[src/rtl/spi_slave_fsm_burst.sv]
// Control FSM for the SPI slave datapath: counts synchronised SCLK edges, decodes the
// address + R/W header and sequences the address latch, shift register, MISO enable and memory writes.
module spi_slave_fsm_burst #(
  parameter int ADDR_WIDTH = 7,
  parameter int DATA_WIDTH = 8,
  parameter int BURST_EN   = 1,
  localparam int CW = $clog2(((ADDR_WIDTH + 1) > DATA_WIDTH ? (ADDR_WIDTH + 1) : DATA_WIDTH) + 1)
) (
  input  logic          clk,
  input  logic          reset,
  input  logic          sclk_edge,
  input  logic          cs,
  input  logic          rw,
  output logic          miso_buff,
  output logic          dm_we,
  output logic          addr_we,
  output logic          sr_we,
  output logic          addr_inc,
  output logic          busy,
  output logic          abort,
  output logic [2:0]    state_dbg,
  output logic [CW-1:0] cnt_dbg
);

  typedef enum logic [2:0] {
    IDLE, GET_ADDR, GOT_ADDR, READ_LOAD, READ_SHIFT, WRITE_SHIFT, WRITE_COMMIT, DONE
  } state_t;

  localparam logic [CW-1:0] ADDR_LAST = CW'(ADDR_WIDTH);
  localparam logic [CW-1:0] DATA_LAST = CW'(DATA_WIDTH - 1);

  state_t        state, state_n;
  logic [CW-1:0] cnt, cnt_n;
  logic          count;
  // Set only when READ_LOAD is entered from a completed burst word, so the
  // first load after the header does not bump the address.
  logic          rd_inc, rd_inc_n;

  always_ff @(posedge clk or posedge reset) begin
    if (reset) begin
      state  <= IDLE;
      cnt    <= '0;
      rd_inc <= 1'b0;
    end else begin
      state  <= state_n;
      cnt    <= cnt_n;
      rd_inc <= rd_inc_n;
    end
  end

  always_comb begin
    state_n   = state;
    count     = 1'b0;
    rd_inc_n  = 1'b0;
    miso_buff = 1'b0;
    dm_we     = 1'b0;
    addr_we   = 1'b0;
    sr_we     = 1'b0;
    addr_inc  = 1'b0;
    abort     = 1'b0;
    case (state)
      IDLE: if (!cs) state_n = GET_ADDR;
      GET_ADDR: begin
        if (cs) begin
          state_n = IDLE;
          abort   = 1'b1;
        end else if (sclk_edge) begin
          if (cnt == ADDR_LAST) state_n = GOT_ADDR;
          else count = 1'b1;
        end
      end
      GOT_ADDR: begin
        if (cs) state_n = IDLE;
        else begin
          addr_we = 1'b1;
          state_n = rw ? READ_LOAD : WRITE_SHIFT;
        end
      end
      READ_LOAD: begin
        if (cs) state_n = IDLE;
        else begin
          sr_we    = 1'b1;
          addr_inc = rd_inc;
          state_n  = READ_SHIFT;
        end
      end
      READ_SHIFT: begin
        if (cs) begin
          state_n = IDLE;
          abort   = (cnt != '0);
        end else begin
          miso_buff = 1'b1;
          if (sclk_edge) begin
            if (cnt == DATA_LAST) begin
              if (BURST_EN != 0) begin
                state_n  = READ_LOAD;
                rd_inc_n = 1'b1;
              end else begin
                state_n = DONE;
              end
            end else begin
              count = 1'b1;
            end
          end
        end
      end
      WRITE_SHIFT: begin
        if (cs) begin
          state_n = IDLE;
          abort   = (cnt != '0);
        end else if (sclk_edge) begin
          if (cnt == DATA_LAST) state_n = WRITE_COMMIT;
          else count = 1'b1;
        end
      end
      WRITE_COMMIT: begin
        // The word is complete here, so it commits even if cs has just risen.
        dm_we = 1'b1;
        if (cs) state_n = IDLE;
        else begin
          addr_inc = (BURST_EN != 0);
          state_n  = (BURST_EN != 0) ? WRITE_SHIFT : DONE;
        end
      end
      DONE: if (cs) state_n = IDLE;
      default: state_n = IDLE;
    endcase
    if (state_n != state) cnt_n = '0;
    else if (count)       cnt_n = cnt + 1'b1;
    else                  cnt_n = cnt;
  end

  assign busy      = (state != IDLE);
  assign state_dbg = state;
  assign cnt_dbg   = cnt;

endmodule

[config.mk]
export PLATFORM = sky130hd
export DESIGN_NAME = spi_slave_fsm_burst
export DESIGN_NICKNAME = d
export VERILOG_FILES = /design/src/rtl/spi_slave_fsm_burst.sv
export SDC_FILE = /design/constraint.sdc
export NUM_CORES = 1
export LEC_CHECK = 0
export ABC_AREA = 1
export ABC_CLOCK_PERIOD_IN_PS = 2500
export BUFFER_PORTS_ARGS = -buffer_cell sky130_fd_sc_hd__buf_2
export CAP_MARGIN = 10
export CORE_MARGIN = 3
export CORE_UTILIZATION = 40
export DETAILED_ROUTE_END_ITERATION = 10
export GPL_TIMING_DRIVEN = 1
export HOLD_SLACK_MARGIN = 0.02
export PLACE_DENSITY = 0.76
export SYNTH_ARGS = -nofsm -noshare
export SYNTH_HDL_FRONTEND = slang
export SYNTH_SLANG_ARGS = --single-unit
[constraint.sdc]
create_clock -name clk -period 2.5 [get_ports clk]
set_clock_uncertainty 0.15 [all_clocks]
set_input_delay 0 -clock clk [delete_from_list [all_inputs] [get_ports clk]]
set_output_delay 0 -clock clk [all_outputs]
set_load 0.03 [all_outputs]
# ---- Word level (Yosys, flattened, before mapping)
# Cells that the tools add are included.
# Widths: inputs -> output; s select.
dict set report word_totals {
  in_bits 5
  ff_bits 8
  wordCells 55
}
dict set report op_classes {
  eq_ne 9
  reduce_logical 6
  add_sub_neg 1
  muxes 36
}
# op count
set op_table {}
lappend op_table {{$mux 3} 15}
lappend op_table {{$pmux 3 s8} 1}
lappend op_table {{$mux 1} 16}
lappend op_table {{$eq 3x3->1 const B} 4}
lappend op_table {{$mux 4} 2}
lappend op_table {{$eq 3x2->1 const B} 2}
lappend op_table {{$add 4x1->4 const B} 1}
lappend op_table {{$eq 4x3->1 const B} 1}
lappend op_table {{$pmux 1 s2} 2}
lappend op_table {{$reduce_bool 4->1} 1}
lappend op_table {{$eq 3x1->1 const B} 1}
lappend op_table {{$logic_not 3->1} 1}
lappend op_table {{$ne 3x3->1} 1}
lappend op_table {{$reduce_bool 3->1} 1}
lappend op_table {{$reduce_or 3->1} 1}
lappend op_table {{$reduce_bool 2->1} 1}
lappend op_table {{$reduce_or 2->1} 1}

# ---- Longest topological paths before layout
dict set report depth {
  ltp_word 7
  mapped_depth 11
}

# ---- Worst setup path before layout
# No wires, ideal clock.
dict set report synth_path {
  path_type {reg-to-output}
  start {register cnt[0] (netlist: cnt_dbg[0])}
  end {output abort}
  setup_slack_ps 657
  stages_incl_launch_ff 4
  arrival_time_ps 1693
  required_time_ps 2350
  path_cell_list {dfrtp_1 > inv_1 > ha_1 > a311oi_1}
}
dict set report synth_via {
  elab_chain_cells 3
}
# element line
set synth_rtl {}
lappend synth_rtl {{from (decl)} 33} ;# logic [CW-1:0] cnt, cnt_n;
lappend synth_rtl {{from (signal assigned)} 46} ;# cnt <= cnt_n;
lappend synth_rtl {{$reduce_bool 4->1} {90, 110}}
lappend synth_rtl {{$mux 1} {88, 108}}
lappend synth_rtl {{$pmux 1 s2} 61} ;# case (state)
lappend synth_rtl {{to (decl)} 20} ;# output logic abort,
# No other way between the ends.

# ---- Worst setup path after layout
dict set report layout_path {
  start {register cnt[1] (netlist: cnt_dbg[1])}
  end {register state[2] (netlist: state_dbg[2])}
}
dict set report layout_via {
  elab_chain_cells 5
}
# element line
set layout_rtl {}
lappend layout_rtl {{$eq 4x3->1 (*)} {68, 94, 112}}
lappend layout_rtl {{$mux 3, on equally long branches} {112, 68, 94}}
lappend layout_rtl {{$mux 3, on equally long branches} {111, 67, 93}}
lappend layout_rtl {{$mux 3, on equally long branches} {108, 64, 88}}
lappend layout_rtl {{$pmux 3 s8 (*)} 61}
lappend layout_rtl {{named net state_n[2]} 32} ;# state_t state, state_n;
lappend layout_rtl {{to (signal assigned)} 45} ;# state <= state_n;
lappend layout_rtl {{to (decl)} 32}
# The timed path passes the listed nets; every way through them passes the cells marked *.
# A chain may end at the register's enable or synchronous reset.

==> impl_metrics.ini <==
[floorplan]
die_h_um = 45.5
initial_utilization = 0.452
dieArea_um2 = 2070
io_pins = 19
die_width_um = 45.5
fp.coreArea_um2 = 1380
num_rows = 13

[sta]
fmax_mhz = 503
setup_violations = 0
hold_ws_ns = 0.0871
worst_slack_ns = 0.510
tns_ns = 0
worstMarginPinSlew_ns = 0.398
min_period_ns = 1.99
grt_setup_unrepaired = false
fin_crit_sh = 0.796
slew_headroom = 0.735
final-hold-violation-count = 0
report.final.slew_viol_count = 0

[yosys]
synth_area_leaders = dfrtp_1, nand2_1, nor2_1, inv_1, nand3_1
yosysMostFrequentCell = nand2_1
ys_top_cells_by_count = nand2_1, nor2_1, inv_1
synth_largest_area_cell = dfrtp_1
synth_flop_cell = dfrtp_1
synth_area_um2 = 626
synthesis.nets = 96
synth-edff-count = 0
yosysTopAreaCellShare = 0.320
synth.avg_cell_area_um2 = 7.03
synth_seq_cells = 8
syn_inst = 89
ys_seq_area_frac = 0.320
async_reset_ff_frac = 1.00
yosys_warnings = 0
yosys.cell_types.count = 20

[layout]
drive_gt1_frac = 0.316
area_delta_synth_final_pct = 27.0
final_core_util = 0.575
final_cells = 129
stdcell_area_um2 = 795
nNetsFinal = 123
n_antenna_cell = 0

[setup_path]
cp-start-kind = flip-flop
crit_required_ns = 2.48
worstReg2RegStart = cnt_dbg[1]$_DFFE_PP0P_
crit_top_cell = nand2_1
crit_type = reg -> reg
arrival_ns = 1.97
rrSetupSlack_ns = 0.51
startpoint = cnt_dbg[1]$_DFFE_PP0P_
path_cells = ha_1 > nand2_1 > nor2_2 > nand3_1 > nand2_1 > nand2_1 > dlygate4sd3_1
rr_worst_depth = 7
rr_endpoint = state_dbg[2]$_DFF_PP0_
cp_max_fo = 5
slowest_stage = dlygate4sd3_1
endpoint_kind = flip-flop
critical_path.max_stage_delay_ns = 0.56

[pwr]
powerDensity_nw_per_um2 = 344
power.leakage_nw = 0.441
power_mw = 0.273
vdd_ir_drop_max_uv = 234

[route]
drc_errors = 0
drtIter0Drc = 18
postRouteAntennaNets = 0
wl_mm = 1.50
met3_length_um = 84
first_pass_iters = 4
viasPerCell = 5.02
top_layer_used = met4
drt-met1-wl_um = 703
num_vias = 647
met2_length_um = 692
wl_per_cell_um = 11.6

[clock_network]
worstSkewPairLatency_ns = 0.25
path_clk_slew_ns = 0.05
clockBufferDepth = 2
cts_buffers = 3
cts_sinks = 8
cts_tree = done
h-tree-depth = 1
cts-root-buf = clkbuf_4

[hold_path]
worstHoldPathType = in -> async

[place]
placed_area_um2 = 712
io_buffer_count = 18
pre_cts_slack_ns = 0.796
dp.cells = 120
dp_hpwl_mm = 1.13
gp_congestion = 0.809

[outcome]
outcome = completed

[global_routing]
antenna_found_initial = 0
grt_max_degree = 11
grt_overflow = 0
grtUsageTotal = 0.161
grt_pass1_vias = 573
grt_first_pass_wirelength_mm = 2.36

[run]
maxCapViolCount = 0
cells in the final DEF (no fill, tap or decap), types with 2 or more instances in the layout:
cell type,synthesis,final
inv_2,2,2
nor2_1,13,13
nor2_4,3,3
dlygate4sd3_1,0,6
nand2_1,18,18
buf_2,0,18
dfrtp_1,8,8
clkbuf_4,0,3
nand2_2,3,3
nor3_1,4,4
nand3_1,7,7
nor2_2,5,5
xor2_1,2,2
o21ai_0,2,2
inv_1,12,12
ha_1,2,2
final cells by class:
type / count / area, um2
clock buffers: 3 / 22.5
fillers: 129 / 588
inverters: 15 / 58.8
multi-input cells: 64 / 344
flip-flops and latches: 8 / 200
well taps: 15 / 18.8
repair buffers: 24 / 150
state kept, by name, summed over array words and instances (netlist names):
| name | flops |
|---|---|
| cnt_dbg | 4 |
| rd_inc | 1 |
| state_dbg | 3 |
worst max-delay path by stage:
stage	to	cells past startpoint	slack [ns]
detailed placement	cnt_dbg[1]$_DFFE_PP0P_	10	0.80
global placement	cnt_dbg[3]$_DFFE_PP0P_	10	0.85
CTS	state_dbg[2]$_DFF_PP0_	7	0.53
floorplan	abort	3	0.66
global route	state_dbg[2]$_DFF_PP0_	7	0.37
finish	state_dbg[2]$_DFF_PP0_	7	0.51
critical path, delay by kind of cell (launching register included):
kind	cells	cell delay (ns)
buffers and inverters	1	0.56
and+or+nand+nor	5	0.51
DFF	1	0.41
adders and majority gates	1	0.24
where the power goes:
group	switching (mW)	total (mW)	internal, mW
clock network	0.0386	0.0931	0.0546
registers	0.00432	0.136	0.132
logic	0.0280	0.0443	0.0163
total	0.0709	0.273	0.202
per-layer routing:
layer  vias up  GRT usage
li1        329          -
met1       292      0.216
met2        24      0.234
met3         2     0.0158
met4         0      0.123
met5         -          0
cells by family (layout without fill, tap and decap cells):
family,after synthesis,in the layout,synth area share
adder cells (fa/ha/maj),2,2,0.0400
flip-flops,8,8,0.320
AND/OR/NAND/NOR,54,54,0.418
XOR/XNOR,2,2,0.0280
buffers and inverters,17,42,0.130
AO/OA/AOI/OAI,6,6,0.0640
repair_timing:
| item | 4_1_cts | 5_1_grt |
|---|---|---|
| setup buffers | 0 | 0 |
| hold endpoints to repair | 12 | 0 |
| gates resized for setup | 0 | 0 |
| hold buffers | 6 | 0 |
Power figures use the tool's default switching activity.
